## src/rtl/fifo_uart_tx_pkg.sv

```systemverilog
// fifo_uart_tx_pkg: shared types and line constants for the FIFO-draining UART
// transmitter. The PARITY state only exists when FIFO_UART_TX_PARITY_EN is defined.
package fifo_uart_tx_pkg;

   typedef enum logic [2:0] {
      ST_IDLE   = 3'd0,
      ST_START  = 3'd1,
      ST_DATA   = 3'd2,
`ifdef FIFO_UART_TX_PARITY_EN
      ST_PARITY = 3'd3,
`endif
      ST_STOP   = 3'd4
   } tx_state_t;

   // Idle/stop level and start-bit level of the serial line.
   localparam logic LINE_IDLE  = 1'b1;
   localparam logic LINE_START = 1'b0;

endpackage

```

## src/rtl/fifo_uart_tx_baud_gen.sv

```systemverilog
// uart_baud_gen: bit-period counter for the UART transmitter. Counts
// 0..CLKS_PER_BIT-1 while run is high and flags the final cycle of each bit.
// clr restarts the count so a new frame always begins on a full bit period.
module uart_baud_gen #(
   parameter int CLKS_PER_BIT = 16
) (
   input  logic clk,
   input  logic reset,
   input  logic clr,
   input  logic run,
   output logic bit_end
);

   localparam int CW = (CLKS_PER_BIT > 1) ? $clog2(CLKS_PER_BIT) : 1;
   localparam logic [CW-1:0] LAST_CNT = CW'(CLKS_PER_BIT - 1);

   logic [CW-1:0] cnt_q;
   logic [CW-1:0] cnt_d;

   // Last cycle of a bit period; only meaningful while the line is active.
   assign bit_end = run & (cnt_q == LAST_CNT);

   // Next count: clear wins, otherwise wrap at the end of each bit.
   always_comb begin
      cnt_d = cnt_q;
      if (clr) begin
         cnt_d = '0;
      end else if (run) begin
         cnt_d = bit_end ? '0 : cnt_q + 1'b1;
      end
   end

   // Counter register with synchronous reset.
   always_ff @(posedge clk) begin
      if (reset) begin
         cnt_q <= '0;
      end else begin
         cnt_q <= cnt_d;
      end
   end

endmodule

```

## src/rtl/fifo_uart_tx.sv

```systemverilog
// fifo_uart_tx: pops bytes from an upstream FIFO and serialises each one as a
// UART frame (start, WIDTH data bits LSB first, optional even parity, stop).
// Frames run back-to-back while the FIFO has data and tx_en is high.
// Define FIFO_UART_TX_PARITY_EN to add the even-parity bit.
module fifo_uart_tx
   import fifo_uart_tx_pkg::*;
#(
   parameter int WIDTH        = 8,
   parameter int CLKS_PER_BIT = 16
) (
   input  logic             clk,
   input  logic             reset,
   input  logic             tx_en,
   input  logic             fifo_empty,
   input  logic [WIDTH-1:0] fifo_data,
   output logic             fifo_rd_en,
   output logic             tx,
   output logic             busy,
   output logic             frame_done
);

   localparam int BW = (WIDTH > 1) ? $clog2(WIDTH) : 1;
   localparam logic [BW-1:0] LAST_BIT = BW'(WIDTH - 1);

   tx_state_t        state_q;
   logic [WIDTH-1:0] shreg_q;
   logic [BW-1:0]    bit_cnt_q;
   logic             tx_q;
`ifdef FIFO_UART_TX_PARITY_EN
   logic             parity_q;
`endif

   logic fetch;
   logic last_stop;
   logic load;
   logic bit_end;

   // A new byte is taken from idle, or on the final stop-bit cycle so the
   // next start bit follows with no gap. Reset blocks the pop so a byte is
   // never lost to a frame that is about to be cancelled.
   assign fetch      = tx_en & ~fifo_empty;
   assign last_stop  = (state_q == ST_STOP) & bit_end;
   assign load       = ~reset & fetch & ((state_q == ST_IDLE) | last_stop);
   assign fifo_rd_en = load;
   assign frame_done = ~reset & last_stop;
   assign busy       = (state_q != ST_IDLE);
   assign tx         = tx_q;

   uart_baud_gen #(
      .CLKS_PER_BIT (CLKS_PER_BIT)
   ) u_baud (
      .clk     (clk),
      .reset   (reset),
      .clr     (load | (state_q == ST_IDLE)),
      .run     (state_q != ST_IDLE),
      .bit_end (bit_end)
   );

   // Frame sequencer: state, shift register, bit counter and the registered
   // line level, which is updated on the edge that enters each bit.
   always_ff @(posedge clk) begin
      if (reset) begin
         state_q   <= ST_IDLE;
         tx_q      <= LINE_IDLE;
         shreg_q   <= '0;
         bit_cnt_q <= '0;
`ifdef FIFO_UART_TX_PARITY_EN
         parity_q  <= 1'b0;
`endif
      end else if (load) begin
         state_q   <= ST_START;
         tx_q      <= LINE_START;
         shreg_q   <= fifo_data;
         bit_cnt_q <= '0;
`ifdef FIFO_UART_TX_PARITY_EN
         parity_q  <= ^fifo_data;
`endif
      end else if (bit_end) begin
         case (state_q)
            ST_START: begin
               state_q <= ST_DATA;
               tx_q    <= shreg_q[0];
            end
            ST_DATA: begin
               shreg_q <= shreg_q >> 1;
               if (bit_cnt_q == LAST_BIT) begin
                  bit_cnt_q <= '0;
`ifdef FIFO_UART_TX_PARITY_EN
                  state_q   <= ST_PARITY;
                  tx_q      <= parity_q;
`else
                  state_q   <= ST_STOP;
                  tx_q      <= LINE_IDLE;
`endif
               end else begin
                  bit_cnt_q <= bit_cnt_q + 1'b1;
                  tx_q      <= shreg_q[1];
               end
            end
`ifdef FIFO_UART_TX_PARITY_EN
            ST_PARITY: begin
               state_q <= ST_STOP;
               tx_q    <= LINE_IDLE;
            end
`endif
            ST_STOP: begin
               // Reached only when no fetch happened on the last stop cycle.
               state_q <= ST_IDLE;
               tx_q    <= LINE_IDLE;
            end
            default: begin
               state_q <= ST_IDLE;
               tx_q    <= LINE_IDLE;
            end
         endcase
      end
   end

endmodule
```

## config.mk

```make
export PLATFORM = sky130hd
export DESIGN_NAME = fifo_uart_tx
export DESIGN_NICKNAME = d
export VERILOG_FILES = /design/src/rtl/fifo_uart_tx_pkg.sv /design/src/rtl/fifo_uart_tx_baud_gen.sv /design/src/rtl/fifo_uart_tx.sv
export SDC_FILE = /design/constraint.sdc
export NUM_CORES = 1
export LEC_CHECK = 0
export ABC_AREA = 0
export CORE_MARGIN = 2
export CORE_UTILIZATION = 50
export CTS_BUF_LIST = sky130_fd_sc_hd__clkbuf_16
export CTS_CLUSTER_SIZE = 8
export DETAILED_ROUTE_END_ITERATION = 12
export HOLD_SLACK_MARGIN = 0.08
export PLACE_DENSITY = 0.8
export SLEW_MARGIN = 10
export SYNTH_ARGS = -nofsm -noshare
export SYNTH_HDL_FRONTEND = slang
export SYNTH_SLANG_ARGS = --single-unit
```

## constraint.sdc

```tcl
create_clock -name clk -period 2.31 [get_ports clk]
set_input_delay 0.231 -clock clk [delete_from_list [all_inputs] [get_ports clk]]
set_output_delay 0.231 -clock clk [all_outputs]
set_load 0.03 [all_outputs]
```

### After elaboration in Yosys (flattened, before gate mapping)

Cells that the tools add are included.

| storage, ports and cells | value |
|---|---|
| logic and storage cells | 48 |
| input port bits | 12 |
| register bits | 19 |

| cells by class | value |
|---|---|
| reductions and logical operators | 10 |
| add/subtract/negate cells | 2 |
| muxes and demuxes | 13 |
| equality and inequality tests | 7 |
| bitwise operators | 10 |

Operators by type and width:

| operator | count |
|---|---|
| $mux W8 | 3 |
| $reduce_and A2 Y1 | 4 |
| $and A1 B1 Y1 | 6 |
| $eq A3 B3 Y1 const B | 2 |
| $mux W3 | 2 |
| $pmux W3 S2 | 1 |
| $mux W1 | 5 |
| $add A4 B1 Y4 const B | 1 |
| $eq A4 B4 Y1 const B | 1 |
| $mux W4 | 1 |
| $reduce_bool A2 Y1 | 2 |
| $reduce_or A2 Y1 | 2 |
| $add A3 B1 Y3 const B | 1 |
| $eq A3 B1 Y1 const B | 1 |
| $eq A3 B2 Y1 const B | 1 |
| $logic_not A3 Y1 | 1 |
| $ne A3 B3 Y1 const B | 1 |
| $reduce_bool A3 Y1 | 1 |
| $ne A2 B2 Y1 const B | 1 |
| $not A1 Y1 | 2 |
| $or A1 B1 Y1 | 2 |
| $pmux W1 S2 | 1 |

### Depth between registers and ports, before layout

Gate-level depths: netlist of the first run.

| depth | value |
|---|---|
| depth in word-level cells | 7 |
| mapped depth | 7 |
| gate-level depth less buffers | 6 |

### By module

A second synthesis of the first run with hierarchy kept.

| second synthesis, totals | value |
|---|---|
| cells, all modules | 116 |
| area total of the unflattened synthesis | 988.4 um2 |

Modules (own cells, without submodules):

| module | area an instance (um2) | cells an instance | instances | seq. area each (um2) |
|---|---|---|---|---|
| fifo_uart_tx | 795.8 | 95 | 1 | 300.3 |
| uart_baud_gen | 192.7 | 21 | 1 | 80.1 |

### Worst setup path after synthesis of the first run

No wires, ideal clock.

| timing | value |
|---|---|
| kind | register to output |
| start point | reg u_baud.cnt_q[0] |
| end point | out frame_done |
| path slack | 0.612 ns |
| arrival | 1.467 ns |
| stages on the path, launching flop included | 4 |
| path through | dfxtp_1 > ha_1 > nand3_4 > nor3_1 |

| between the ends | value |
|---|---|
| word-level cells in the longest chain between the ends | 4 |

RTL lines:

| element | RTL line | text |
|---|---|---|
| start, declared | fifo_uart_tx_baud_gen.sv:17 | `logic [CW-1:0] cnt_q;` |
| start signal, assigned | fifo_uart_tx_baud_gen.sv:38 | `cnt_q <= cnt_d;` |
| $eq A4 B4 Y1 | fifo_uart_tx_baud_gen.sv:21 | `assign bit_end = run & (cnt_q == LAST_CNT);` |
| $and A1 B1 Y1 | fifo_uart_tx_baud_gen.sv:21 |  |
| $and A1 B1 Y1 | fifo_uart_tx.sv:42 | `assign last_stop = (state_q == ST_STOP) & bit_end;` |
| $and A1 B1 Y1 | fifo_uart_tx.sv:45 | `assign frame_done = ~reset & last_stop;` |
| end, declared | fifo_uart_tx.sv:19 | `output logic frame_done` |

Every way passes these cells.

### Worst setup path after layout of the first run

| timing | value |
|---|---|
| start point | reg state_q[0] |
| end point | out busy |

| between the ends | value |
|---|---|
| word-level cells in the longest chain between the ends | 1 |

RTL lines:

| element | RTL line | text |
|---|---|---|
| start, declared | fifo_uart_tx.sv:25 | `tx_state_t state_q;` |
| start signal, assigned | fifo_uart_tx.sv:63 | `state_q <= ST_IDLE;` |
| start signal, assigned | fifo_uart_tx.sv:71 | `state_q <= ST_START;` |
| start signal, assigned | fifo_uart_tx.sv:81 | `state_q <= ST_DATA;` |
| $reduce_bool A3 Y1 | fifo_uart_tx.sv:46 | `assign busy = (state_q != ST_IDLE);` |
| end, declared | fifo_uart_tx.sv:18 | `output logic busy,` |

Every way passes these cells.

==> flow_metrics.py, run 1 <==
metrics = {
    "outcome": {
        "status": "finished clean",
    },
    "route": {
        "drtAntennaViolNets": 0,
        "routedWlPerCell_um": 12.6,
        "drt_iter0_drc": 19,
        "num_vias": 810,
        "firstDrtPassIters": 4,
        "wirelength_mm": 1.86,
        "drc": 0,
        "vias_per_cell": 5.47,
    },
    "cts": {
        "path_clk_slew_ns": 0.05,
        "cts-root-buf": "clkbuf_16",
        "hold_buffers": 0,
        "cts_setup_buffers": 0,
        "cts_tree": "done",
        "clkLatencyLatePin_ns": 0.25,
        "clockBufferDepth": 2,
        "cts_inserted_buffers": 3,
        "cts_resized": 0,
        "h-tree-depth": 1,
        "cts.sinks": 19,
    },
    "die": {
        "initial_core_util_pct": 53.8,
        "fp.coreArea_sq_um": 1750,
        "dieArea_sq_um": 2240,
        "dieHeight_um": 47.3,
        "die_w_um": 47.3,
        "io-pin-count": 16,
        "std_cell_rows": 15,
    },
    "timing": {
        "clock_skew_ns": 0.00275,
        "tns_ns": 0,
        "fin_ws_ns": 0.315,
        "setup_viol": 0,
        "max_clock_freq_mhz": 501,
        "finalHoldViolCount": 0,
        "min_period_ns": 1.99,
        "worst_slew_pin_slew_ns": 0.546,
        "maxSlewViolCount": 0,
        "slew_headroom_pct": 63.4,
        "fin_crit_sh_pct": 86.3,
        "grt_setup_unrepaired": "no",
    },
    "global_route": {
        "grt_use_total_pct": 20.1,
        "gr-total-overflow": 0,
        "busiest_layer": "met2",
        "grt_antenna_before_repair": 0,
        "use_met1_pct": 26.3,
        "grt_max_degree": 17,
        "grt_pass1_vias": 719,
        "grt_pass1_wl_mm": 3.11,
        "use_met2_pct": 30.8,
        "use_met3_pct": 8.08,
    },
    "placement": {
        "pre_cts_ws_ns": 0.412,
        "placedInstanceArea_sq_um": 1070,
        "gp_congestion": 0.819,
        "portBuffers": 15,
        "dp_hpwl_mm": 1.36,
    },
    "final_layout": {
        "final_cell_mix": "nand2_1, dfxtp_1, clkdlybuf4s50_1, nor2_1, a21oi_1",
        "n_antenna_cell": 0,
        "syn_to_final_growth_pct": 22.4,
        "final_nets": 139,
        "layout_commonest_cell": "nand2_1",
        "final_area_sq_um": 1150,
        "drive_above_1_share_pct": 10.6,
    },
    "logic_synthesis": {
        "yosys.cell_types.count": 33,
        "ys_seq_elements": 19,
        "syn_nets": 123,
        "synthesis.area_sq_um": 938,
        "yosys_warnings": 0,
        "ys_seq_area_share_pct": 40.5,
        "syn_inst": 108,
        "syn_avg_cell_area_sq_um": 8.69,
    },
    "power_and_ir_drop": {
        "powerDensity_nw_per_um2": 661,
        "swShare_pct": 20.3,
        "peakVddDrop_v": 0.000605,
        "internal_power_w": 0.000605,
        "clock_power_share_pct": 46.0,
        "comb_power_share_pct": 8.4,
        "pwr-share-seq_pct": 45.6,
        "p_switching_w": 0.000154,
        "leakage_nw": 0.427,
    },
    "setup_path": {
        "worst-setup-path-type": "reg -> out",
        "cp-start-kind": "flip-flop",
        "path_cells": "nor3_1, buf_4, inv_1, clkdlybuf4s50_1",
        "crit_arrival_ns": 1.76,
        "cp.required_ns": 2.08,
        "slowest_delay_ns": 0.66,
        "cp_max_fo": 10,
        "end_kind": "output pin",
        "slowest_stage": "clkdlybuf4s50_1",
    },
    "flow_run": {
        "cap_violations": 0,
    },
    "min_path": {
        "worstHoldPathType": "reg -> reg",
    },
}
-- Yosys cell counts --
cell type / count / area share, %
a311oi_1: 7 / 6.5
a21o_1: 1 / 0.80
a21oi_1: 8 / 4.3
o21ai_0: 1 / 0.53
nand4b_1: 1 / 0.93
a211o_1: 1 / 0.93
and3_1: 1 / 0.67
o21bai_1: 1 / 0.80
nand3_4: 1 / 1.9
or3_1: 2 / 1.3
nor4b_4: 1 / 2.5
nand3_1: 2 / 1.1
or2b_2: 1 / 0.93
xnor2_1: 1 / 0.93
buf_8: 1 / 1.6
or2_2: 1 / 0.67
buf_2: 1 / 0.53
inv_1: 3 / 1.2
dfxtp_1: 19 / 41
clkbuf_8: 1 / 1.5
buf_6: 2 / 2.4
nand3b_1: 1 / 0.80
clkbuf_1: 1 / 0.40
a22oi_1: 1 / 0.80
o32ai_1: 1 / 0.93
nor3b_1: 2 / 1.6
nor3_1: 6 / 3.2
dlygate4sd1_1: 1 / 0.93
nand2_1: 22 / 8.8
nor2_1: 11 / 4.4
a2111oi_0: 1 / 0.93
ha_1: 3 / 4.0
nor4_1: 1 / 0.67
-- logic make-up (layout without fill, tap and decap cells) --
logic type / count (synthesis) / after routing / share of synthesized area, %
simple gates: 53 / 53 / 29.5
compound gates: 22 / 22 / 16.5
flops: 19 / 19 / 40.5
buf+inv: 10 / 25 / 8.53
fa+ha+maj: 3 / 3 / 4.00
xor+xnor: 1 / 1 / 0.934
-- metrics by stage --
step	util, %	hold WS [ns]	instances	power [W]
finish	65.8	0.481	148	0.000759
global route	65.8	0.499	148	0.000785
CTS	65.8	0.481	148	0.000767
detailed placement	61.2	0.471	144	0.000416
global placement	61.2	0.461	144	0.000415
floorplan	-	0.303	108	0.000389
-- sequential cells by signal, indices dropped and copies added (netlist names) --
| name | flops |
|---|---|
| state_q | 3 |
| shreg_q | 8 |
| bit_cnt_q | 3 |
| u_baud.cnt_q | 4 |
| tx | 1 |
-- routing by layer --
metal | share of wire, % | wire (um) | vias up
met5 | 0 | 0 | -
met3 | 3.5 | 65 | 2
li1 | - | - | 414
met4 | 0.59 | 11 | 0
met1 | 48 | 899 | 381
met2 | 47 | 883 | 13
-- worst paths after layout --
kind	startpoint	endpoint	slack (ns)	cells after the start
worst max-delay path	state_q[0]$_SDFFE_PP0P_	busy	0.32	4
worst min-delay path	u_baud.cnt_q[0]$_SDFFE_PP0P_	u_baud.cnt_q[0]$_SDFFE_PP0P_	0.48	1
worst max register to register	u_baud.cnt_q[0]$_SDFFE_PP0P_	bit_cnt_q[0]$_SDFFE_PP0P_	0.37	5
worst min register to register	u_baud.cnt_q[0]$_SDFFE_PP0P_	u_baud.cnt_q[0]$_SDFFE_PP0P_	0.48	1
-- cell type report --
cell class                 instances  area [sq um]
fill                             156           597
multi-input combinational         79           478
sequential                        19           380
timing repair buffer              18           168
clock buffer                       3          75.1
tap                               25          31.3
inverter                           3          11.3
clock inverter                     1          5.00
-- critical path: cells and delay by family, from the launching register on --
family	cells	cell delay, ns
buffers and inverters	3	0.88
flip-flops	1	0.54
AND/OR/NAND/NOR	1	0.10
-- power by group through the flow --
stage,logic [W],clock network [W],registers [W]
CTS,0.0000644,0.000357,0.000346
global placement,0.0000629,0,0.000352
floorplan,0.0000385,0,0.000350
global route,0.0000703,0.000368,0.000347
finish,0.0000638,0.000349,0.000346
detailed placement,0.0000639,0,0.000352
Note: power is estimated with default switching activity, not from simulation.
==> inputs of run 2 (changes only) <==
--- a/config.mk
+++ b/config.mk
@@ -6,7 +6,7 @@
 export NUM_CORES = 1
 export LEC_CHECK = 0
 export ABC_AREA = 0
-export CORE_MARGIN = 2
+export CORE_MARGIN = 5
 export CORE_UTILIZATION = 50
 export CTS_BUF_LIST = sky130_fd_sc_hd__clkbuf_16
 export CTS_CLUSTER_SIZE = 8
==> flow_metrics.py, run 2 (synthesized netlist as in run 1, its figures left out) <==
metrics = {
    "global_route": {
        "gr-total-overflow": 0,
        "grt_pass1_vias": 770,
        "grt_antenna_before_repair": 0,
        "grt_pass1_wl_mm": 3.37,
        "grt_max_degree": 17,
        "grt_use_total_pct": 16.6,
    },
    "setup_path": {
        "path_buf_inv": 3,
        "cp_max_fo": 10,
        "path_cells": "nor3_1, buf_4, inv_1, clkdlybuf4s50_1",
        "end_kind": "output pin",
        "crit_arrival_ns": 1.75,
        "cp.required_ns": 2.08,
        "worst-setup-path-type": "reg -> out",
        "cp-start-kind": "flip-flop",
        "crit_family": "buffers and inverters",
        "slowest_delay_ns": 0.66,
        "slowest_stage": "clkdlybuf4s50_1",
    },
    "cts": {
        "clockBufferDepth": 2,
        "cts_resized": 0,
        "cts_inserted_buffers": 3,
        "cts_tree": "done",
        "path_clk_slew_ns": 0.05,
        "cts.sinks": 19,
        "cts-root-buf": "clkbuf_16",
        "h-tree-depth": 1,
        "hold_buffers": 0,
        "clkLatencyLatePin_ns": 0.25,
        "cts_setup_buffers": 0,
    },
    "power_and_ir_drop": {
        "leakage_nw": 0.428,
        "powerDensity_nw_per_um2": 661,
        "pwr-share-seq_pct": 45.6,
        "comb_power_share_pct": 8.5,
        "swShare_pct": 20.5,
        "p_switching_w": 0.000155,
        "peakVddDrop_v": 0.000439,
        "clock_power_share_pct": 46.0,
        "internal_power_w": 0.000604,
    },
    "outcome": {
        "status": "finished clean",
    },
    "final_layout": {
        "n_fill_cell": 167,
        "syn_to_final_growth_pct": 22.3,
        "largestRegisters": "shreg_q (8), u_baud.cnt_q (4)",
        "final_cell_mix": "nand2_1, dfxtp_1, clkdlybuf4s50_1, nor2_1, a21oi_1",
        "n_antenna_cell": 0,
        "final_core_util_pct": 65.0,
        "multiInputGateArea_sq_um": 478,
        "final_nets": 139,
        "regMostFlops": "shreg_q",
        "largest_register_ffs": 8,
        "regArea_sq_um": 380,
        "layout_commonest_cell": "nand2_1",
        "drive_above_1_share_pct": 9.76,
        "final_area_sq_um": 1150,
    },
    "die": {
        "dieHeight_um": 53.3,
        "dieArea_sq_um": 2840,
        "std_cell_rows": 15,
        "io-pin-count": 16,
        "fp.coreArea_sq_um": 1760,
        "die_w_um": 53.3,
        "initial_core_util_pct": 53.2,
    },
    "route": {
        "drc": 0,
        "routedWlPerCell_um": 13.3,
        "firstDrtPassIters": 6,
        "wirelength_mm": 1.97,
        "drtAntennaViolNets": 0,
        "num_vias": 819,
        "drt_iter0_drc": 16,
        "vias_per_cell": 5.53,
    },
    "min_path": {
        "worstHoldPathType": "reg -> reg",
    },
    "placement": {
        "portBuffers": 15,
        "dp_hpwl_mm": 1.40,
        "gp_congestion": 0.800,
        "placedInstanceArea_sq_um": 1070,
    },
    "timing": {
        "clock_skew_ns": 0.00110,
        "fin_crit_sh_pct": 85.7,
        "max_clock_freq_mhz": 505,
        "finalHoldViolCount": 0,
        "min_period_ns": 1.98,
        "grt_setup_unrepaired": "no",
        "setup_viol": 0,
        "tns_ns": 0,
        "slew_headroom_pct": 63.2,
        "maxSlewViolCount": 0,
        "worst_slew_pin_slew_ns": 0.549,
    },
    "flow_run": {
        "cap_violations": 0,
    },
}
-- run 2: cell types whose count changed in the layout (fill, tap and decap cells not counted) --
cell | previous run | this run
inv_1 | 3 | 4
clkinv_2 | 1 | 0
-- run 2: final cells by class --
class	count	share of cell area (%)
multi-input combinational	79	41.7
sequential	19	33.2
timing repair buffer	18	14.6
clock buffer	3	6.54
tap	25	2.73
inverter	3	0.981
clock inverter	1	0.327
-- run 2: layer usage --
metal	global-route usage [%]	share of wire, %
met5	0	0
met4	6.38	2.7
met1	20.3	46
met3	5.92	4.2
met2	26.3	47
-- run 2: path summary, 6_finish.rpt --
path / startpoint / end / slack [ns] / cells after the start
max reg2reg: u_baud.cnt_q[0]$_SDFFE_PP0P_ / bit_cnt_q[0]$_SDFFE_PP0P_ / 0.40 / 5
min: bit_cnt_q[1]$_SDFFE_PP0P_ / bit_cnt_q[1]$_SDFFE_PP0P_ / 0.47 / 2
min reg2reg: bit_cnt_q[1]$_SDFFE_PP0P_ / bit_cnt_q[1]$_SDFFE_PP0P_ / 0.47 / 2
max: state_q[0]$_SDFFE_PP0P_ / busy / 0.33 / 4
-- run 2: power by group through the flow --
stage | combinational [W] | sequential, W | clock [W]
floorplan | 0.0000385 | 0.000350 | 0
global placement | 0.0000630 | 0.000352 | 0
detailed placement | 0.0000637 | 0.000352 | 0
CTS | 0.0000645 | 0.000346 | 0.000353
global route | 0.0000703 | 0.000347 | 0.000373
finish | 0.0000645 | 0.000346 | 0.000349
-- run 2: worst register-to-register path, cell delays in order (launching register included) --
cell and delay (ns):
dfxtp_1 0.37, ha_1 0.28, and3_1 0.21, nand4b_1 0.40, or3_1 0.46, a21oi_1 0.12
-- run 2: per-stage QoR --
step | hold slack, ns | total power [W] | cells | setup WS (ns)
3_5_place_dp | 0.458 | 0.000416 | 144 | 0.426
3_3_place_gp | 0.460 | 0.000415 | 144 | 0.499
4_1_cts | 0.468 | 0.000763 | 148 | 0.321
5_1_grt | 0.499 | 0.000790 | 148 | 0.222
6_report | 0.472 | 0.000759 | 148 | 0.329
2_1_floorplan | 0.303 | 0.000389 | 108 | 0.612
